`config.mk`:
```
export PLATFORM = sky130hd
export DESIGN_NAME = pwr_domain_seq
export DESIGN_NICKNAME = d
export VERILOG_FILES = /design/src/rtl/lp_ctrl_pkg.sv /design/src/rtl/pwr_seq_timer.sv /design/src/rtl/pwr_domain_seq.sv
export SDC_FILE = /design/constraint.sdc
export NUM_CORES = 1
export LEC_CHECK = 0
export ABC_AREA = 1
export BUFFER_PORTS_ARGS = -buffer_cell sky130_fd_sc_hd__buf_4
export CORE_MARGIN = 8
export CORE_UTILIZATION = 50
export CTS_CLUSTER_SIZE = 16
export DETAILED_ROUTE_END_ITERATION = 10
export PLACE_DENSITY = 0.73
export SLEW_MARGIN = 10
export SYNTH_ARGS = -nofsm -noshare
export SYNTH_HDL_FRONTEND = slang
export SYNTH_SLANG_ARGS = --single-unit
```
`constraint.sdc`:
```
create_clock -name CK -period 1.4 [get_ports CK]
set_input_delay 0.28 -clock CK [delete_from_list [all_inputs] [get_ports CK]]
set_output_delay 0.28 -clock CK [all_outputs]
set_load 0.005 [all_outputs]
```
`src/rtl/lp_ctrl_pkg.sv`:
```
// rtl/lp_ctrl_pkg.sv - shared power-control types, polarities and counter sizing
package lp_ctrl_pkg;

   typedef enum logic [2:0] {
      PS_OFF      = 3'd0,
      PS_PWRUP    = 3'd1,
      PS_WAIT_ON  = 3'd2,
      PS_DEISO    = 3'd3,
      PS_ON       = 3'd4,
      PS_ISO      = 3'd5,
      PS_WAIT_OFF = 3'd6
   } pwr_state_e;

   // Cell pin polarities: header SLEEP high = off, fence EN high = clamped,
   // level-shifter ISOLN low = isolated.
   localparam logic SEG_OFF      = 1'b1;
   localparam logic ISO_ACTIVE   = 1'b1;
   localparam logic ISOLN_ACTIVE = 1'b0;

   // Width of a counter that must reach the largest of the three intervals.
   function automatic int cnt_width(input int a, input int b, input int c);
      int m;
      m = a;
      if (b > m) m = b;
      if (c > m) m = c;
      return $clog2(m + 1);
   endfunction

endpackage

```
`src/rtl/pwr_seq_timer.sv`:
```
// rtl/pwr_seq_timer.sv - shared saturating interval counter with terminal-count compare
module pwr_seq_timer #(
   parameter int W = 4
) (
   input  logic         clk,
   input  logic         rst,
   input  logic         clr,
   input  logic [W-1:0] tc_val,
   output logic         tc
);

   logic [W-1:0] cnt_q;
   logic [W-1:0] cnt_d;

   // Reload on clear, otherwise count up and stick at all-ones.
   always_comb begin
      cnt_d = cnt_q;
      if (clr) begin
         cnt_d = '0;
      end else if (cnt_q != {W{1'b1}}) begin
         cnt_d = cnt_q + W'(1);
      end
   end

   // Counter register.
   always_ff @(posedge clk) begin
      if (rst) cnt_q <= '0;
      else     cnt_q <= cnt_d;
   end

   assign tc = (cnt_q == tc_val);

endmodule

```
`src/rtl/pwr_domain_seq.sv`:
```
// rtl/pwr_domain_seq.sv - staggered header / isolation sequencer for one switchable domain
module pwr_domain_seq #(
   parameter int NSEG        = 4,
   parameter int STAGGER     = 2,
   parameter int ISO_SETUP   = 1,
   parameter int ACK_TIMEOUT = 15
) (
   input  logic            CK,
   input  logic            RST,
   input  logic            PWR_REQ,
   input  logic            SLEEPOUT_ACK,
   output logic [NSEG-1:0] SLEEP,
   output logic            ISO_EN,
   output logic            ISOLN,
   output logic            PWR_ACK,
   output logic            BUSY,
   output logic            ERR
);
   import lp_ctrl_pkg::*;

   localparam int CW = cnt_width(STAGGER, ISO_SETUP, ACK_TIMEOUT);

   localparam logic [2:0] ST_OFF      = PS_OFF;
   localparam logic [2:0] ST_PWRUP    = PS_PWRUP;
   localparam logic [2:0] ST_WAIT_ON  = PS_WAIT_ON;
   localparam logic [2:0] ST_DEISO    = PS_DEISO;
   localparam logic [2:0] ST_ON       = PS_ON;
   localparam logic [2:0] ST_ISO      = PS_ISO;
   localparam logic [2:0] ST_WAIT_OFF = PS_WAIT_OFF;

   localparam logic [CW-1:0] TC_STAGGER = CW'(STAGGER - 1);
   localparam logic [CW-1:0] TC_ISO     = CW'(ISO_SETUP - 1);
   localparam logic [CW-1:0] TC_ACK     = CW'(ACK_TIMEOUT - 1);

   localparam logic [NSEG-1:0] ALL_OFF = {NSEG{SEG_OFF}};

   logic [2:0]      state_q, state_d;
   logic [NSEG-1:0] sleep_q, sleep_d, sleep_step;
   logic            err_q, err_d;
   logic            iso_en_q, iso_en_d;
   logic            isoln_q, isoln_d;
   logic            pwr_ack_q, pwr_ack_d;
   logic            busy_q, busy_d;
   logic            step;
   logic            clr;
   logic            tc;
   logic [CW-1:0]   tc_val;

   // Next state and segment pattern. Segments turn on lowest index first, so a
   // left shift of the SLEEP vector releases exactly the next segment; the
   // vector reaching zero means the last segment has just been released.
   always_comb begin
      state_d    = state_q;
      sleep_d    = sleep_q;
      err_d      = err_q;
      step       = 1'b0;
      sleep_step = sleep_q << 1;
      case (state_q)
         ST_OFF: begin
            if (PWR_REQ && !err_q) begin
               sleep_d = sleep_step;
               state_d = (sleep_step == '0) ? ST_WAIT_ON : ST_PWRUP;
            end
         end
         ST_PWRUP: begin
            if (tc) begin
               sleep_d = sleep_step;
               step    = 1'b1;
               if (sleep_step == '0) state_d = ST_WAIT_ON;
            end
         end
         ST_WAIT_ON: begin
            if (!SLEEPOUT_ACK) begin
               state_d = ST_DEISO;
            end else if (tc) begin
               err_d   = 1'b1;
               sleep_d = ALL_OFF;
               state_d = ST_WAIT_OFF;
            end
         end
         ST_DEISO: begin
            if (tc) state_d = ST_ON;
         end
         ST_ON: begin
            if (!PWR_REQ) state_d = ST_ISO;
         end
         ST_ISO: begin
            if (tc) begin
               sleep_d = ALL_OFF;
               state_d = ST_WAIT_OFF;
            end
         end
         ST_WAIT_OFF: begin
            if (SLEEPOUT_ACK) begin
               state_d = ST_OFF;
            end else if (tc) begin
               err_d   = 1'b1;
               state_d = ST_OFF;
            end
         end
         default: begin
            state_d = ST_OFF;
            sleep_d = ALL_OFF;
         end
      endcase
   end

   // Interval select for the shared timer and its reload on entry/step.
   always_comb begin
      clr = step || (state_d != state_q);
      case (state_q)
         ST_PWRUP:                tc_val = TC_STAGGER;
         ST_DEISO, ST_ISO:        tc_val = TC_ISO;
         ST_WAIT_ON, ST_WAIT_OFF: tc_val = TC_ACK;
         default:                 tc_val = '0;
      endcase
   end

   // Registered outputs decoded from the state being entered; isolation is
   // released only in ON, which is reached only with every segment on.
   always_comb begin
      pwr_ack_d = (state_d == ST_ON);
      busy_d    = (state_d != ST_ON) && (state_d != ST_OFF);
      iso_en_d  = (state_d == ST_ON) ? ~ISO_ACTIVE : ISO_ACTIVE;
      isoln_d   = (state_d == ST_ON) ? ~ISOLN_ACTIVE : ISOLN_ACTIVE;
   end

   // State and output registers.
   always_ff @(posedge CK) begin
      if (RST) begin
         state_q   <= ST_OFF;
         sleep_q   <= ALL_OFF;
         err_q     <= 1'b0;
         iso_en_q  <= ISO_ACTIVE;
         isoln_q   <= ISOLN_ACTIVE;
         pwr_ack_q <= 1'b0;
         busy_q    <= 1'b0;
      end else begin
         state_q   <= state_d;
         sleep_q   <= sleep_d;
         err_q     <= err_d;
         iso_en_q  <= iso_en_d;
         isoln_q   <= isoln_d;
         pwr_ack_q <= pwr_ack_d;
         busy_q    <= busy_d;
      end
   end

   pwr_seq_timer #(.W(CW)) u_timer (
      .clk    (CK),
      .rst    (RST),
      .clr    (clr),
      .tc_val (tc_val),
      .tc     (tc)
   );

   assign SLEEP   = sleep_q;
   assign ISO_EN  = iso_en_q;
   assign ISOLN   = isoln_q;
   assign PWR_ACK = pwr_ack_q;
   assign BUSY    = busy_q;
   assign ERR     = err_q;

endmodule

```
* After elaboration in Yosys (flattened, before gate mapping) *
Index checks and enable logic that the tools add are counted.

storage, ports and cells
  word-level logic and storage cells = 63
  memory bits (read-only) = 0
  output and inout bits = 9
  memories kept = 0
  bits in latches = 0
  register bits after elaboration = 16
  bits in writable memories = 0
  bits of input ports = 4

cells by class
  multiply operators = 0
  order comparisons = 0
  $add $sub $neg = 1
  equal/unequal tests = 15
  bitwise gates (word level) = 1
  reductions and logical operators = 13
  divide/modulo/power cells = 0
  multiplexer cells = 25
  shift operators = 0

operator list
  kind                 number
  $mux 3               9
  $pmux 3 s7           1
  $pmux 4 s5           1
  $mux 4               4
  $eq 3x3->1 const B   4
  $ne 2x2->1 const B   4
  $pmux 4 s2           1
  $mux 1               7
  $eq 3x2->1 const B   2
  $add 4x1->4 const B  1
  $eq 4x4->1           1
  $logic_not 4->1      1
  $ne 4x4->1 const B   1
  $reduce_and 4->1     1
  $reduce_or 2->1      2
  $eq 3x1->1 const B   1
  $logic_not 3->1      1
  $ne 3x3->1           1
  $ne 3x3->1 const B   1
  $reduce_and 3->1     1
  $reduce_bool 3->1    1
  $reduce_or 3->1      1
  $logic_and 1x1->1    2
  $mux 2               1
  other kinds (5)      5

* Depth between registers and ports, before layout *
  word-level depth = 10
  depth in mapped cells = 14
  mapped depth without buffers = 13

* By module *
A second synthesis with hierarchy kept.

unflattened totals
  cells, all modules = 156
  area total of the unflattened synthesis = 1017.2 um2

modules (own cells, without submodules)
  module          times used  area each (um2)  seq. area each (um2)  cells each
  pwr_domain_seq  1           760.7            220.2                 116
  pwr_seq_timer   1           256.5            80.1                  40

* Worst setup path before layout *
No wires, ideal clock.

  path kind = register -> register
  start = register state_q[1]
  end = register sleep_q[1] (netlist: SLEEP[1])
  library setup time = 127 ps
  data required time = 1273 ps
  setup slack = -54 ps
  stages on the path, launching flop included = 12
  arrival time = 1327 ps
  path buffers = 1
  clock period less this slack = 1454 ps
  cells stage by stage = dfxtp_1 -> buf_6 -> nor2_4 -> nand2_1 -> nand2_1 -> nand2_2 -> nand2_4 -> nand3_1 -> nand3_2 -> inv_1 -> a21oi_2 -> nand3_1

between the ends
  longest elaborated chain between the ends = 7
  elaborated cells between the ends (all ways) = 19
  classes of those cells = 10 x eq/ne; 4 x mux; 1 x bitwise; 4 x reduce/logical

ends and longest elaborated chain
  what                                             line                                         source
  start, declared                                  pwr_domain_seq.sv:37                         logic [2:0] state_q, state_d;
  start signal, assigned                           pwr_domain_seq.sv:139                        state_q <= state_d;
  $eq 3x2->1 / $eq 3x3->1 (equally long branches)  pwr_domain_seq.sv:58, pwr_domain_seq.sv:111
  $reduce_or 2->1                                  pwr_domain_seq.sv:111                        case (state_q)
  $pmux 4 s2                                       pwr_domain_seq.sv:111
  $eq 4x4->1                                       pwr_seq_timer.sv:31                          assign tc = (cnt_q == tc_val);
  $mux 4 (2 in a row)                              --
  $pmux 4 s5                                       pwr_domain_seq.sv:58                         case (state_q)
  end signal, assigned                             pwr_domain_seq.sv:140                        sleep_q <= sleep_d;
  end, declared                                    pwr_domain_seq.sv:38                         logic [NSEG-1:0] sleep_q, sleep_d, sleep_step;

Several ways; a longest one is shown, not always the timed one. The select of a mux whose other input is x is not followed.
A chain may end at the register's enable or synchronous reset.

* Final worst setup path *
  start = register state_q[1]
  end = register u_timer.cnt_q[2]

between the ends
  longest elaborated chain between the ends = 10
  elaborated cells between the ends (all ways) = 25
  classes of those cells = 8 x eq/ne; 13 x mux; 4 x reduce/logical

ends and longest elaborated chain
  what                                             line                                                              source
  $eq 3x2->1 / $eq 3x3->1 (equally long branches)  pwr_domain_seq.sv:58, pwr_domain_seq.sv:111
  $reduce_or 2->1                                  pwr_domain_seq.sv:111
  $pmux 4 s2                                       pwr_domain_seq.sv:111
  $eq 4x4->1                                       pwr_seq_timer.sv:31
  $mux 3, on equally long branches                 pwr_domain_seq.sv:96, pwr_domain_seq.sv:75, pwr_domain_seq.sv:88
  $mux 3, on equally long branches                 pwr_domain_seq.sv:94, pwr_domain_seq.sv:73
  $pmux 3 s7                                       pwr_domain_seq.sv:58
  $ne 3x3->1                                       pwr_domain_seq.sv:110                                             clr = step || (state_d != state_q);
  $logic_or 1x1->1 (*)                             pwr_domain_seq.sv:110
  $reduce_or 2->1 (no source line) (*)             --
  end signal, assigned                             pwr_seq_timer.sv:28                                               else cnt_q <= cnt_d;
  end, declared                                    pwr_seq_timer.sv:12                                               logic [W-1:0] cnt_q;

Every way passes the cells marked *; elsewhere a longest branch is shown, timed or not.

==> results.tsv <==
metric	value	unit
Final setup viols	13	
Placer Congestion	0.9218	
Initial DRC Count	48	
RSZ-0062 raised after global routing	yes	
Synth cell types	26	
Synth Register Bits	15	
Post-Route WL	2558	µm
power density cells	850.4	mW/mm²
post-synthesis cell count	149	
CP Launch Type	flip-flop	
Worst-Margin Slew	0.2723	ns
Pins Over Slew Limit	0	
Worst Hold Class	primary input to flip-flop	
post-route worst setup slack	-0.2215	ns
CTS tree	yes	
EDFF count, synth	0	
CTS Root Cell	clkbuf_4	
Final nets	195	
Initial Utilization	51.82	%
CP arrival	1.85	ns
Wirelength per Cell	11.84	µm
chip height	60.63	µm
MaxCap Viol Count	0	
syn nets	154	
antenna violations before repair	0	
Critical Path Sink Type	flip-flop	
row count	16	
fraction of layout cells with a size suffix above 1	43.92	%
maximum fanout along the worst path	8	
failing checks	negative setup slack	
HPWL Detailed	1957	µm
fin util	72.14	%
grt total ovfl	0	
Placed Cells	207	
core area	0.001922	mm²
Syn Area/Cell	6.684	µm²
DRC	0	
vias in the first global route	899	
largest net degree at the start of global routing	9	
clk slew on worst S/H paths	0.08	ns
number of buffers created by CTS	3	
worst-case clock buffer depth	2	
Die X	60.63	µm
first-pass GRT wire length	3719	µm
Total Die Area	0.003676	mm²
post-route insts no fill	216	
total chip power	1.179	mW
Multi-input gate area	610.6	µm²
fin area	0.001386	mm²
H-tree levels	1	
warnings from Yosys	0	
period utilization	115.8	%
outcome	finished with violations	
FF+latch area	302.8	µm²
Fmax	616.7	MHz
ant diodes	0	
hold_buf cts	0	
Final min period	1.622	ns
critical path data required time	1.63	ns
Max Clock Skew	0.005083	ns
WHS	0.2106	ns
fill count	163	
maximum vdd ir drop	0.7672	mV
GRT Util Overall	13.43	%
Setup CP Type	flip-flop to flip-flop	
Max transition margin	81.71	%
DP Area	0.001266	mm²
Port Buf Inserts	12	
IO Pins	13	
Final Hold Viols	0	
worst-skew pair later-pin latency	0.29	ns
Pre-Repair DR Iteration Count	4	
asr flop ratio synth	0	%
# clock sinks	15	
post-synthesis sequential area ratio	30.15	%
area growth from synthesis to final layout	39.20	%
Top FF cell, synth	dfxtp_1	
via count	1080	
Cell Area, Synth	996.0	µm²
drt via density	5.000	
Routed Antenna Nets	0	
leakage power total	0.7375	nW
power by group:
group,total [mW],switching (mW),internal (mW)
sequential,0.489,0.0253,0.464
clock,0.241,0.130,0.111
combinational,0.449,0.239,0.210
synthesized netlist by cell type (2+ instances only):
cell     count  share of area, %
nand2_1     36                14
nor2_1      20               7.5
inv_1       19               7.2
dfxtp_1     15                30
nand3_1     11               5.5
a21oi_1      8               4.0
nand2_2      7               4.4
nand3_2      5               5.0
a21oi_2      3               2.6
buf_6        3               3.4
nor2_4       3               3.4
nor3_1       3               1.5
inv_2        2              0.75
o21ai_0      2               1.0
flip-flops by register name, indices dropped and copies added, names as in the netlist:
| name | flops |
|---|---|
| BUSY | 1 |
| ERR | 1 |
| ISOLN | 1 |
| ISO_EN | 1 |
| SLEEP | 4 |
| state_q | 3 |
| u_timer.cnt_q | 4 |
cell usage in the layout, fill, tap and decap left out, drive strengths merged:
cell	instances
buf	40
inv	23
nor2	23
nand2	44
o21ai	3
clkbuf	4
a21oi	11
nand3b	1
o2111ai	1
a41oi	1
nand3	16
a31oi	1
a211oi	1
nor3	3
xor2	1
dfxtp	15
ha	1
final timing paths:
path              start               end  slack [ns]  depth (start not counted)
max reg2reg  state_q[1]  u_timer.cnt_q[2]       -0.22                         12
min reg2reg    SLEEP[3]          SLEEP[3]        0.49                          2
max          state_q[1]  u_timer.cnt_q[2]       -0.22                         12
min                 RST        state_q[2]        0.21                          2
per-layer routing:
layer	GRT usage, %	routed length [µm]
met1	16.87	1125
met5	0	0
met3	2.754	131
met2	20.97	1216
met4	6.977	84
final cells by class:
cell class,instances,area share [%]
Sequential cell,15,21.84
Multi-Input combinational cell,107,44.04
Tap cell,27,2.437
Clock buffer,4,1.895
Inverter,23,6.949
Timing Repair Buffer,40,22.83
worst max-delay path, cell delays in order, from the launching register on:
cell	delay [ns]
dfxtp_2	0.33
buf_6	0.13
nor2_4	0.13
nand3_2	0.11
nand2_2	0.11
nand2_4	0.08
nand2_1	0.06
nand3_1	0.10
nand2_2	0.09
nand2_2	0.06
a21oi_2	0.16
nand2_2	0.08
nor2_1	0.10
timing repair:
action                     in CTS  in global routing
gates resized for setup         3                 15
setup buffers                   0                  5
pin swaps                       0                  8
setup endpoints to repair      13                 14
through the flow:
step,setup TNS (ns),worst slack (ns)
after floorplan,-0.2554,-0.03509
after global placement,-1.664,-0.2066
after detailed placement,-2.193,-0.2402
after CTS,-1.945,-0.1990
after global routing,-3.537,-0.3318
final,-2.327,-0.2215
cell families (layout without fill, tap and decap cells):
group / after synthesis / in the layout / synth area share [%]
XOR/XNOR: 1 / 1 / 0.8796
adder cells (fa/ha/maj): 1 / 1 / 1.256
AND/OR/NAND/NOR: 87 / 87 / 42.84
AO/OA/AOI/OAI: 18 / 18 / 11.31
flip-flops: 15 / 15 / 30.15
buffers and inverters: 27 / 67 / 13.57
(Power assumes the default switching activity.)
